`src/rtl/flag_branch_unit.sv`:
```
// Architectural {Z,V,N} flag register with per-opcode write masks, plus a
// conditional branch resolver that stalls one cycle when a branch races a flag write.
module flag_branch_unit (
   input  logic        clk,
   input  logic        rst_n,
   input  logic        ex_valid,
   input  logic [2:0]  ex_opcode,
   input  logic [2:0]  ex_flags_in,
   input  logic        br_valid,
   input  logic [2:0]  br_ccc,
   input  logic        br_reg,
   input  logic [8:0]  br_imm,
   input  logic [15:0] br_rs_data,
   input  logic [15:0] pc_plus2,
   output logic [2:0]  flags,
   output logic        br_stall,
   output logic        br_done,
   output logic        br_taken,
   output logic [15:0] br_target
);

   typedef enum logic {ST_IDLE, ST_WAIT} state_t;

   state_t      state, state_next;
   logic        hazard;
   logic [2:0]  wr_mask_c;
   logic        capture, resolve, sel_held;

   logic [2:0]  hold_ccc;
   logic        hold_reg;
   logic [8:0]  hold_imm;
   logic [15:0] hold_rs_data;
   logic [15:0] hold_pc_plus2;

   logic [2:0]  r_ccc;
   logic        r_reg;
   logic [8:0]  r_imm;
   logic [15:0] r_rs_data;
   logic [15:0] r_pc_plus2;
   logic        taken_c;
   logic [15:0] target_c;

   // Mask bits are ordered {Z,V,N} to line up with the flag register.
   function automatic logic [2:0] flag_wr_mask(input logic [2:0] op);
      case (op)
         3'b000, 3'b001:                 flag_wr_mask = 3'b111;
         3'b010, 3'b100, 3'b101, 3'b110: flag_wr_mask = 3'b100;
         default:                        flag_wr_mask = 3'b000;
      endcase
   endfunction

   function automatic logic cond_met(input logic [2:0] ccc, input logic [2:0] f);
      logic z, v, n;
      z = f[2];
      v = f[1];
      n = f[0];
      case (ccc)
         3'b000:  cond_met = !z;
         3'b001:  cond_met = z;
         3'b010:  cond_met = !z && !n;
         3'b011:  cond_met = n;
         3'b100:  cond_met = z || (!z && !n);
         3'b101:  cond_met = n || z;
         3'b110:  cond_met = v;
         default: cond_met = 1'b1;
      endcase
   endfunction

   // Word offset: sign-extend the 9-bit immediate, then scale to bytes; sum wraps mod 2^16.
   function automatic logic [15:0] branch_dest(input logic [15:0] pc, input logic [8:0] imm);
      logic signed [15:0] offset;
      offset = signed'({{6{imm[8]}}, imm, 1'b0});
      branch_dest = pc + unsigned'(offset);
   endfunction

   always_comb begin
      wr_mask_c = flag_wr_mask(ex_opcode);
      hazard    = ex_valid && (wr_mask_c != 3'b000);
   end

   always_comb begin
      state_next = state;
      capture    = 1'b0;
      resolve    = 1'b0;
      sel_held   = 1'b0;
      br_stall   = 1'b0;
      case (state)
         ST_IDLE: begin
            if (br_valid) begin
               if (hazard) begin
                  capture    = 1'b1;
                  br_stall   = 1'b1;
                  state_next = ST_WAIT;
               end else begin
                  resolve = 1'b1;
               end
            end
         end
         ST_WAIT: begin
            br_stall = 1'b1;
            sel_held = 1'b1;
            if (!hazard) begin
               resolve    = 1'b1;
               state_next = ST_IDLE;
            end
         end
         default: state_next = ST_IDLE;
      endcase
   end

   always_comb begin
      r_ccc      = sel_held ? hold_ccc      : br_ccc;
      r_reg      = sel_held ? hold_reg      : br_reg;
      r_imm      = sel_held ? hold_imm      : br_imm;
      r_rs_data  = sel_held ? hold_rs_data  : br_rs_data;
      r_pc_plus2 = sel_held ? hold_pc_plus2 : pc_plus2;
      taken_c    = cond_met(r_ccc, flags);
      if (!taken_c)
         target_c = r_pc_plus2;
      else if (r_reg)
         target_c = r_rs_data;
      else
         target_c = branch_dest(r_pc_plus2, r_imm);
   end

   always_ff @(posedge clk or negedge rst_n) begin
      if (!rst_n) begin
         state         <= ST_IDLE;
         flags         <= 3'b000;
         br_done       <= 1'b0;
         br_taken      <= 1'b0;
         br_target     <= 16'h0000;
         hold_ccc      <= 3'b000;
         hold_reg      <= 1'b0;
         hold_imm      <= 9'h000;
         hold_rs_data  <= 16'h0000;
         hold_pc_plus2 <= 16'h0000;
      end else begin
         state   <= state_next;
         br_done <= resolve;
         if (ex_valid)
            flags <= (flags & ~wr_mask_c) | (ex_flags_in & wr_mask_c);
         if (resolve) begin
            br_taken  <= taken_c;
            br_target <= target_c;
         end
         if (capture) begin
            hold_ccc      <= br_ccc;
            hold_reg      <= br_reg;
            hold_imm      <= br_imm;
            hold_rs_data  <= br_rs_data;
            hold_pc_plus2 <= pc_plus2;
         end
      end
   end

endmodule
```
`config.mk`:
```
export PLATFORM = sky130hd
export DESIGN_NAME = flag_branch_unit
export DESIGN_NICKNAME = d
export VERILOG_FILES = /design/src/rtl/flag_branch_unit.sv
export SDC_FILE = /design/constraint.sdc
export NUM_CORES = 1
export LEC_CHECK = 0
export CAP_MARGIN = 20
export CORE_ASPECT_RATIO = 0.7
export CORE_UTILIZATION = 45
export DETAILED_ROUTE_END_ITERATION = 12
export PLACE_DENSITY = 0.71
export SYNTH_ARGS = -nofsm -noshare
export SYNTH_HDL_FRONTEND = slang
export SYNTH_SLANG_ARGS = --single-unit
```
`constraint.sdc`:
```
create_clock -name clk -period 4.9 [get_ports clk]
set_input_delay 0.735 -clock clk [delete_from_list [all_inputs] [get_ports clk]]
set_output_delay 0.735 -clock clk [all_outputs]
set_load 0.01 [all_outputs]
```
After elaboration in Yosys (flattened, before gate mapping)
Index checks and enable logic that the tools add are counted.
{ "word_totals": {"elab_cells": 56, "output_inout_bits": 22, "inputBits": 55, "register_bits": 67} }
{ "classes": {"n_eq_ne": 11, "reduce_logical": 11, "mux": 18, "add_sub_neg": 1, "bitwise_logic": 5} }
{ "ops": {"columns": ["cell", "count"], "rows": [
  ["$mux 16", 4],
  ["$eq 3x3->1 const B", 6],
  ["$add 16x16->16", 1],
  ["$eq 3x2->1 const B", 3],
  ["$mux 9", 1],
  ["$mux 1", 7],
  ["$pmux 1 s7", 1],
  ["$and 3x3->3", 2],
  ["$eq 3x1->1 const B", 2],
  ["$logic_not 3->1", 2],
  ["$pmux 1 s2", 3],
  ["$pmux 3 s2", 1],
  ["$reduce_or 4->1", 1],
  ["$mux 3", 1],
  ["$not 3->3", 1],
  ["$or 3x3->3", 1],
  ["$reduce_bool 3->1", 1],
  ["$logic_and 1x1->1", 2],
  ["$logic_not 1->1", 2],
  ["$logic_or 1x1->1", 2],
  ["$reduce_or 2->1", 1],
  ["$not 1->1", 1]
]} }

Logic depth before layout (Yosys ltp)
{ "logic_depth": {"depth_word": 8, "mapped_depth": 15, "depth_no_buf": 11} }

Worst setup path before layout
OpenSTA, ideal clock, no wires.
{ "synth_timing": {"path_type": "register -> register", "startpoint": "reg state", "endpoint": "reg br_target[12]", "setup_ns": 0.126, "path_slack_ns": 1.471, "n_path_buf": 4, "t_required_ns": 4.774, "arrival_ns": 3.303, "period_less_slack_ns": 3.429, "stages_incl_launch_ff": 15, "cell_sequence": "dfrtp_1 buf_6 buf_2 buf_1 buf_2 mux2i_1 inv_1 ha_1 a211oi_1 nor2_1 o41ai_1 o21ai_0 xor2_1 a211oi_1 o21ai_1"} }
{ "synth_between": {"elab_chain_len": 5, "word_cells_on_any_way": 19, "classes_between": "add/sub: 1; eq/ne: 6; mux: 10; bitwise: 1; reduce/logical: 1"} }
{ "synth_lines": {"columns": ["element", "line", "text"], "rows": [
  ["start: declaration", "24", "state_t state, state_next;"],
  ["start signal: assignment", "139", "state <= state_next;"],
  ["$mux 1", "87", "case (state)"],
  ["$mux 16, or another cell as far along", "116", "r_pc_plus2 = sel_held ? hold_pc_plus2 : pc_plus2;"],
  ["$add 16x16->16, or another cell as far along", "73", "branch_dest = pc + unsigned'(offset);"],
  ["$mux 16 or $pmux 1 s7 (tied branches)", "120, 57", null],
  ["$mux 16", "118", "if (!taken_c)"],
  ["end signal: assignment", "145", "br_target <= target_c;"],
  ["end: declaration", "19", "output logic [15:0] br_target"]
]} }
Several ways; a longest one is shown, not always the timed one.
A chain may end at the register's enable or synchronous reset.

Worst setup path in the final report
{ "layout_timing": {"startpoint": "reg state", "endpoint": "reg br_target[14]"} }
The elaborated chain is that of the path after synthesis.

==> run_results.csv <==
group,metric,value,unit
sta,slew_violations,0,
pwr,combPwrFrac,33.9,%
global_route,grt_pass1_vias,3267,
clock_network,cts-htree-levels,3,
synth,postSynthCellCount,383,
sta,hold_viol,0,
synth,yosysUniqueCellTypes,53,
pwr,p_sw,0.648,mW
final_layout,antennaDiodeCount,0,
synth,syn_avg_cell_area,10.7,µm²
global_route,antenna_found_initial,0,
global_route,grtUsageTotal,21.7,%
final_layout,fill_cells,767,
floorplanning,rows,28,
sta,fmax,288,MHz
run_status,outcome,"completed",
synth,synth_area,4080,µm²
synth,synth_edf_count,0,
placement,gp_congestion,0.882,
critical_path,required,5.12,ns
critical_path,path_max_fanout,34,
clock_network,clkLatencyLatePin,0.33,ns
final_layout,layout_commonest_cell,"clkdlybuf4s50_1",
clock_network,hold_buffers,0,
sta,tightest_slew,0.932,ns
floorplanning,dieArea,9460,µm²
worst_hold_path,min_path_type,"reg2reg",
pwr,power_density,406,nW/µm²
pwr,seqPwrFrac,36.3,%
final_layout,fin_util,60.5,%
sta,fin_crit_sh,70.8,%
floorplanning,die_x,116,µm
synth,synth_ff_type,"dfrtp_1",
route,wirelength,9.60,mm
critical_path,critPathLaunchType,"flop",
route,dr.first_iter.drc_count,195,
clock_network,postCtsSetupBuffers,0,
final_layout,num-nets-final,521,
flow_run,max_cap_viol_count,0,
placement,dp_hpwl,6.83,mm
clock_network,cts-root-buf,"clkbuf_16",
final_layout,top_regs,"br_target (16), hold_pc_plus2 (16), hold_rs_data (16)",
route,wl_per_cell,16.7,µm
clock_network,clk_pin_slew,0.05,ns
synth,netlist.top_cell.by_area,"dfrtp_1",
route,via_count,3233,
sta,setup_violations,0,
critical_path,crit_type,"reg2reg",
clock_network,ctsResizeCount,0,
sta,slew_headroom,37.8,%
global_route,grt_first_pass_wirelength,15.6,mm
sta,holdWs,0.491,ns
pwr,power.leakage,2.15,nW
synth,netlist.area_leader.share,41.1,%
floorplanning,start_util,47.4,%
floorplanning,die_y,81.7,µm
clock_network,cts.path.max_buffers,2,
sta,tns,0,ns
floorplanning,ios,77,
final_layout,final_cell_mix,"clkdlybuf4s50_1 (75), mux2_2 (69), dfrtp_1 (66)",
final_layout,syn_to_final_growth,27.6,%
pwr,ir_drop,0.234,mV
pwr,power.share.switching,30.6,%
route,antenna_left,0,
clock_network,cts_tree,"done",
clock_network,cts_buffers,9,
sta,rsz0062_at_grt,"no",
synth,yosysSeqAreaShare,41.1,%
synth,yosysWarnings,0,
pwr,p_int,1.47,mW
floorplanning,core_area,8620,µm²
global_route,grt_start_max_net_pins,68,
critical_path,cp.arrival,3.69,ns
synth,ys_async_sr_fraction,100,%
critical_path,end_kind,"flop",
global_route,gr-total-overflow,0,
route,drtPass1Iterations,4,
final_layout,drive_above_1_share,21.5,%
clock_network,clkSinkCount,67,
synth,mappedNetlistNets,453,
pwr,p_clk_share,29.8,%
synth,synth_seq_cells,67,
sta,fin_crit,3.47,ns
sta,fin_skew,0.00384,ns
placement,portBuffers,76,
synth,yosys-top-cells-area,"dfrtp_1 (41%), mux2_2 (19%), ha_1 (4.3%), nand2_1 (3.7%), mux2i_1 (2.7%)",
route,viasPerCell,5.61,
route,drc,0,
## worst max-delay path, cell delays in order (launching register included)
cell	delay (ns)
dfrtp_2	0.93
buf_4	0.41
mux2_2	0.40
ha_1	0.39
a21o_1	0.25
a31o_2	0.22
a21oi_1	0.13
o211ai_1	0.11
xnor2_1	0.19
o211ai_1	0.10
a22o_1	0.21
## stage by stage
step / setup slack, ns / cell area (µm²) / power (mW) / std cells
after CTS: 1.47 / 5180 / 2.13 / 575
after detailed placement: 1.46 / 4890 / 1.49 / 559
final: 1.43 / 5210 / 2.12 / 576
after global routing: 1.29 / 5210 / 2.24 / 576
after floorplan: 1.47 / 4080 / 1.22 / 383
after global placement: 1.49 / 4890 / 1.47 / 559
## area by class of cell
cell class	instances	area, µm²	share of cell area, %
Multi-Input combinational cell	287	2260	43.5
Inverter	6	22.5	0.432
Tap cell	120	150	2.88
Clock inverter	2	35.0	0.672
Timing Repair Buffer	80	806	15.5
Clock buffer	14	254	4.88
Sequential cell	67	1680	32.2
## logic make-up after synthesis
logic type / count (synthesis) / synth area share [%]
adder cells (fa/ha/maj): 15 / 4.78
buffers and inverters: 29 / 3.46
AO/OA/AOI/OAI: 88 / 15.4
multiplexers: 83 / 23.0
AND/OR/NAND/NOR: 89 / 9.75
flip-flops: 67 / 41.1
XOR/XNOR: 12 / 2.57
## final timing paths
| path | start | to | slack, ns | cells past startpoint |
|---|---|---|---|---|
| worst max-delay path | state | br_target[14] | 1.43 | 10 |
| max in group asynchronous | rst_n | state | 3.70 | 2 |
| min in group asynchronous | rst_n | async pin | 0.61 | 2 |
| worst min register to register | br_taken | br_taken | 0.49 | 2 |
| worst max register to register | state | br_target[14] | 1.43 | 10 |
| worst min-delay path | br_taken | br_taken | 0.49 | 2 |
## power by group through the flow
stage	sequential, mW	clock, mW	combinational (mW)
3_3_place_gp	0.771	0	0.697
2_1_floorplan	0.773	0	0.444
4_1_cts	0.768	0.644	0.718
3_5_place_dp	0.776	0	0.714
5_1_grt	0.784	0.670	0.786
6_report	0.769	0.632	0.717
## cell usage after synthesis (all sizes together), types with 9 or more instances
master	n
o21ai	17
a21oi	15
mux2	71
o211ai	11
nand3	11
nand2	40
clkbuf	10
mux2i	12
buf	13
nor2	19
xnor2	9
ha	14
dfrtp	67
## layer usage
layer / wire [µm] / track usage, %
met1: 4360 / 27.6
met3: 461 / 5.24
met2: 4670 / 37.6
met4: 100 / 5.00
met5: 0 / 0
No activity file was read; power rests on OpenSTA's default activity.
